File: config.mk
export PLATFORM = sky130hd
export DESIGN_NAME = conditional_merge
export DESIGN_NICKNAME = d
export VERILOG_FILES = /design/src/rtl/conditional_merge.sv
export SDC_FILE = /design/constraint.sdc
export NUM_CORES = 1
export LEC_CHECK = 0
export CELL_PAD_IN_SITES_DETAIL_PLACEMENT = 1
export CELL_PAD_IN_SITES_GLOBAL_PLACEMENT = 2
export CORE_MARGIN = 3
export CORE_UTILIZATION = 31
export DETAILED_ROUTE_END_ITERATION = 10
export PLACE_DENSITY = 0.77
export SLEW_MARGIN = 20
export SYNTH_ARGS = -nofsm -noshare
export SYNTH_HDL_FRONTEND = slang
export SYNTH_SLANG_ARGS = --single-unit
File: constraint.sdc
create_clock -name clk -period 1.8 [get_ports clk]
set_clock_uncertainty 0.05 [all_clocks]
set_input_delay 0.18 -clock clk [delete_from_list [all_inputs] [get_ports clk]]
set_output_delay 0.18 -clock clk [all_outputs]
set_load 0.03 [all_outputs]
File: src/rtl/conditional_merge.sv
// Conditional merge: gathers a timestep token plus one or two packets into a
// bundle, then emits the bundle as one or two output beats with r_last marking the end.
module conditional_merge #(
  parameter int WIDTH = 4,
  parameter int CNT_W = 8
) (
  input  logic             clk,
  input  logic             rst_n,
  input  logic             ts_valid,
  input  logic             ts_data,
  output logic             ts_ready,
  input  logic             l0_valid,
  input  logic [WIDTH-1:0] l0_data,
  output logic             l0_ready,
  input  logic             l1_valid,
  input  logic [WIDTH-1:0] l1_data,
  output logic             l1_ready,
  output logic             r_valid,
  output logic [WIDTH-1:0] r_data,
  output logic             r_last,
  input  logic             r_ready,
  output logic [CNT_W-1:0] bundle_cnt
);

  typedef enum logic [1:0] {COLLECT, SEND0, SEND1} state_t;

  state_t           r_state;
  state_t           w_state_next;
  logic             r_started;
  logic             r_ts_full;
  logic             r_ts_q;
  logic             r_p0_full;
  logic             r_p1_full;
  logic [WIDTH-1:0] r_p0_q;
  logic [WIDTH-1:0] r_p1_q;
  logic [WIDTH-1:0] r_out_data;
  logic             r_out_last;
  logic [CNT_W-1:0] r_cnt;

  logic w_collect;
  logic w_complete;
  logic w_ts_hs;
  logic w_l0_hs;
  logic w_l1_hs;
  logic w_load0;
  logic w_load1;
  logic w_done;

  assign w_collect  = (r_state == COLLECT);
  assign w_complete = r_ts_full && r_p0_full && (r_ts_q || r_p1_full);

  // r_started keeps every ready low until the first edge after reset release.
  assign ts_ready = r_started && w_collect && !r_ts_full;
  assign l0_ready = r_started && w_collect && !r_p0_full;
  assign l1_ready = r_started && w_collect && !r_p1_full && r_ts_full && !r_ts_q;

  assign w_ts_hs = ts_valid && ts_ready;
  assign w_l0_hs = l0_valid && l0_ready;
  assign w_l1_hs = l1_valid && l1_ready;

  assign r_valid    = !w_collect;
  assign r_data     = r_out_data;
  assign r_last     = r_out_last;
  assign bundle_cnt = r_cnt;

  always_comb begin
    w_state_next = r_state;
    w_load0      = 1'b0;
    w_load1      = 1'b0;
    w_done       = 1'b0;
    case (r_state)
      COLLECT: begin
        if (w_complete) begin
          w_state_next = SEND0;
          w_load0      = 1'b1;
        end
      end
      SEND0: begin
        if (r_ready) begin
          if (r_ts_q) begin
            w_state_next = COLLECT;
            w_done       = 1'b1;
          end else begin
            w_state_next = SEND1;
            w_load1      = 1'b1;
          end
        end
      end
      SEND1: begin
        if (r_ready) begin
          w_state_next = COLLECT;
          w_done       = 1'b1;
        end
      end
      default: w_state_next = COLLECT;
    endcase
  end

  always_ff @(posedge clk or negedge rst_n) begin
    if (!rst_n) begin
      r_state   <= COLLECT;
      r_started <= 1'b0;
    end else begin
      r_state   <= w_state_next;
      r_started <= 1'b1;
    end
  end

  // Holding registers; flags clear only when the bundle's final beat leaves.
  always_ff @(posedge clk or negedge rst_n) begin
    if (!rst_n) begin
      r_ts_full <= 1'b0;
      r_ts_q    <= 1'b0;
      r_p0_full <= 1'b0;
      r_p1_full <= 1'b0;
      r_p0_q    <= '0;
      r_p1_q    <= '0;
    end else if (w_done) begin
      r_ts_full <= 1'b0;
      r_p0_full <= 1'b0;
      r_p1_full <= 1'b0;
    end else begin
      if (w_ts_hs) begin
        r_ts_full <= 1'b1;
        r_ts_q    <= ts_data;
      end
      if (w_l0_hs) begin
        r_p0_full <= 1'b1;
        r_p0_q    <= l0_data;
      end
      if (w_l1_hs) begin
        r_p1_full <= 1'b1;
        r_p1_q    <= l1_data;
      end
    end
  end

  // Output beat registers load on state entry, so they hold through stalls and COLLECT.
  always_ff @(posedge clk or negedge rst_n) begin
    if (!rst_n) begin
      r_out_data <= '0;
      r_out_last <= 1'b0;
      r_cnt      <= '0;
    end else begin
      if (w_load0) begin
        r_out_data <= r_p0_q;
        r_out_last <= r_ts_q;
      end else if (w_load1) begin
        r_out_data <= r_p1_q;
        r_out_last <= 1'b1;
      end
      if (w_done) begin
        r_cnt <= r_cnt + 1'b1;
      end
    end
  end

endmodule

==> reports/metrics.yaml <==
placementRows: 22
syn_nets: 129
die_area_sq_um: 5010
hp-class: "in2async"
num_vias: 975
fmax_mhz: 578
period_share_pct: 96.0
ys_warn_count: 0
synth_cells: 109
end_kind: "register"
nNetsFinal: 170
hold_viol: 0
cts_sinks: 28
syn_avg_cell_area_sq_um: 11.9
maxCapViolations: 0
cpMaxStageDelayCell: "dfrtp_1"
cts_tree: "done"
final_cell_mix: "28 x dfrtp_1, 27 x clkdlybuf4s50_1, 11 x mux2_2"
area_delta_synth_final_pct: 39.5
gp_congestion: 0.796
cp.buffers_inverters: 2
synthTopCellsByArea: "dfrtp_1 54%, mux2_2 9.5%, ha_1 4.8%"
ir_worst_vdd_mv: 0.589
final_cells: 196
io_pins: 32
htreeDepth: 1
post-cts-setup-buffer-count: 0
critPathRequiredTime_ns: 1.91
grt_max_degree: 29
power_density_nw_per_um2: 1670
power.static_leakage_nw: 0.839
cts_root_buffer: "clkbuf_8"
cts.clk_slew.worst_paths_ns: 0.09
yosysSeqAreaShare_pct: 53.9
initial_utilization_pct: 33.7
synth.top_cell.area_share_pct: 53.9
drcViolationCount: 0
final_antenna_net_count: 0
grt_pass1_wl_mm: 5.43
cts_buffer_depth: 2
drt_wl_total_mm: 3.11
ys_types: 31
dp_slack_ns: -0.0595
avgRoutedWirePerCell_um: 15.9
grt_pass1_vias: 1086
antenna_found_initial: 0
cp_max_fo: 6
r2r_setup_slack_ns: 0.07
port-buffer-count: 31
dieHeight_um: 70.8
clock_latency_ns: 0.27
dp_hpwl_mm: 2.32
numCtsBuffers: 3
ys_seq_elements: 28
viasPerCell: 4.97
coreArea_sq_um: 3850
timing.final.crit_period_ns: 1.73
path_cells: "inv_1 -> ha_1 -> a21oi_2 -> o21ai_2 -> buf_4 -> mux2_2"
layout_commonest_cell: "dfrtp_1"
start_kind: "register"
worst_path_dominant_cell_family: "compound AO/OA/AOI/OAI gates"
dp_cells: 193
outcome: "completed"
drive_gt1_share_pct: 22.3
grt-ovfl-total: 0
setup_viol: 0
maxSlewViolCount: 0
drt-initial-drc-count: 4
antenna_cells: 0
setup_ws_ns: 0.0714
path_class: "reg2reg"
hold_buffers: 0
cpPeakStageDelay_ns: 0.38
dr.pass1.iters: 4
die_w_um: 70.8
synth_top_area_cell: "dfrtp_1"
track_usage_pct: 13.6
synth_area_sq_um: 1300
crit_arrival_ns: 1.84
[synthesized netlist by cell type]
library cell and count:
conb_1 1, xor2_1 7, buf_2 1, nand3b_1 1, mux2i_1 4, and3b_1 1
o21ai_0 1, nand2_1 5, o211ai_1 2, mux2_2 11, and4b_1 1, a21o_1 1
a2bb2oi_1 1, a31oi_1 2, o21ai_1 1, dfrtp_1 28, o2111ai_2 1, nand3_1 1
inv_1 4, a21oi_1 6, ha_1 5, nor3_1 4, nor2b_1 1, nand4_1 2
o211ai_2 1, nor4_2 1, nor3b_1 2, buf_4 1, o22a_1 1, and3_1 1
nor2_1 10
[metrics by stage]
step | TNS [ns] | utilization, % | cell area, sq um | power (mW) | hold slack (ns)
2_1_floorplan | 0 | - | 1300 | 1.99 | -0.166
3_3_place_gp | -0.0690 | 44.2 | 1700 | 2.50 | 0.408
3_5_place_dp | -0.235 | 44.2 | 1700 | 2.56 | 0.418
4_1_cts | 0 | 45.7 | 1760 | 2.93 | 0.256
5_1_grt | -0.104 | 47.0 | 1810 | 3.27 | 0.287
6_report | 0 | 47.0 | 1810 | 3.03 | 0.238
[routing by layer]
layer / GRT usage, % / share of wire (%) / vias up
met5: 0 / 0 / -
met4: 4.38 / 1.0 / 0
met3: 2.41 / 4.3 / 4
met2: 21.5 / 47 / 26
met1: 18.8 / 47 / 481
li1: - / - / 464
[path summary, 6_finish.rpt]
| path | start | endpoint | cells after the start |
|---|---|---|---|
| max | r_state[0]$_DFFE_PN0P_ | r_p0_q[1]$_DFFE_PN0P_ | 6 |
| min | rst_n | bundle_cnt[1]$_DFFE_PN0P_ | 2 |
| max reg2reg | r_state[0]$_DFFE_PN0P_ | r_p0_q[1]$_DFFE_PN0P_ | 6 |
| min reg2reg | bundle_cnt[7]$_DFFE_PN0P_ | bundle_cnt[7]$_DFFE_PN0P_ | 1 |
| max in group asynchronous | rst_n | r_data[2]$_DFFE_PN0P_ | 2 |
| min in group clk | bundle_cnt[7]$_DFFE_PN0P_ | bundle_cnt[7]$_DFFE_PN0P_ | 1 |
[worst register-to-register path, delay by kind of cell (launching register included)]
family	cells	cell delay, ns
adder cells (fa/ha/maj)	1	0.24
AO/OA/AOI/OAI	2	0.42
buffers and inverters	2	0.26
flip-flops	1	0.38
multiplexers	1	0.27
[power by group]
| group | internal (mW) | switching, mW | leakage [nW] |
|---|---|---|---|
| clock | 0.150 | 0.182 | 0.0216 |
| sequential | 0.885 | 0.242 | 0.345 |
| combinational | 0.727 | 0.844 | 0.473 |
[final cells by class]
| type | instances | area [sq um] |
|---|---|---|
| inverters | 4 | 15.0 |
| multi-input cells | 75 | 642 |
| fillers | 406 | 2040 |
| clock buffers | 3 | 41.3 |
| flip-flops and latches | 28 | 701 |
| repair buffers | 38 | 354 |
| well taps | 48 | 60.1 |
[flip-flops by register name, indices dropped and copies added, names as in the netlist, 2 cells and up]
register,cells
r_p0_q,4
bundle_cnt,8
r_data,4
r_state,2
r_p1_q,4
[kinds of logic (layout without fill, tap and decap cells)]
logic type | after synthesis | in the layout | share of synthesized area (%)
adder cells (fa/ha/maj) | 5 | 5 | 4.81
flip-flops | 28 | 28 | 53.9
XOR/XNOR | 7 | 7 | 4.72
AND/OR/NAND/NOR | 30 | 30 | 12.3
other | 1 | 1 | 0.288
multiplexers | 15 | 15 | 12.6
AO/OA/AOI/OAI | 17 | 17 | 9.24
buffers and inverters | 6 | 45 | 2.12
[repair_timing]
item,CTS,global route
pin swaps,1,1
setup endpoints to repair,9,17
gates resized for setup,5,8
(Power assumes the default switching activity.)
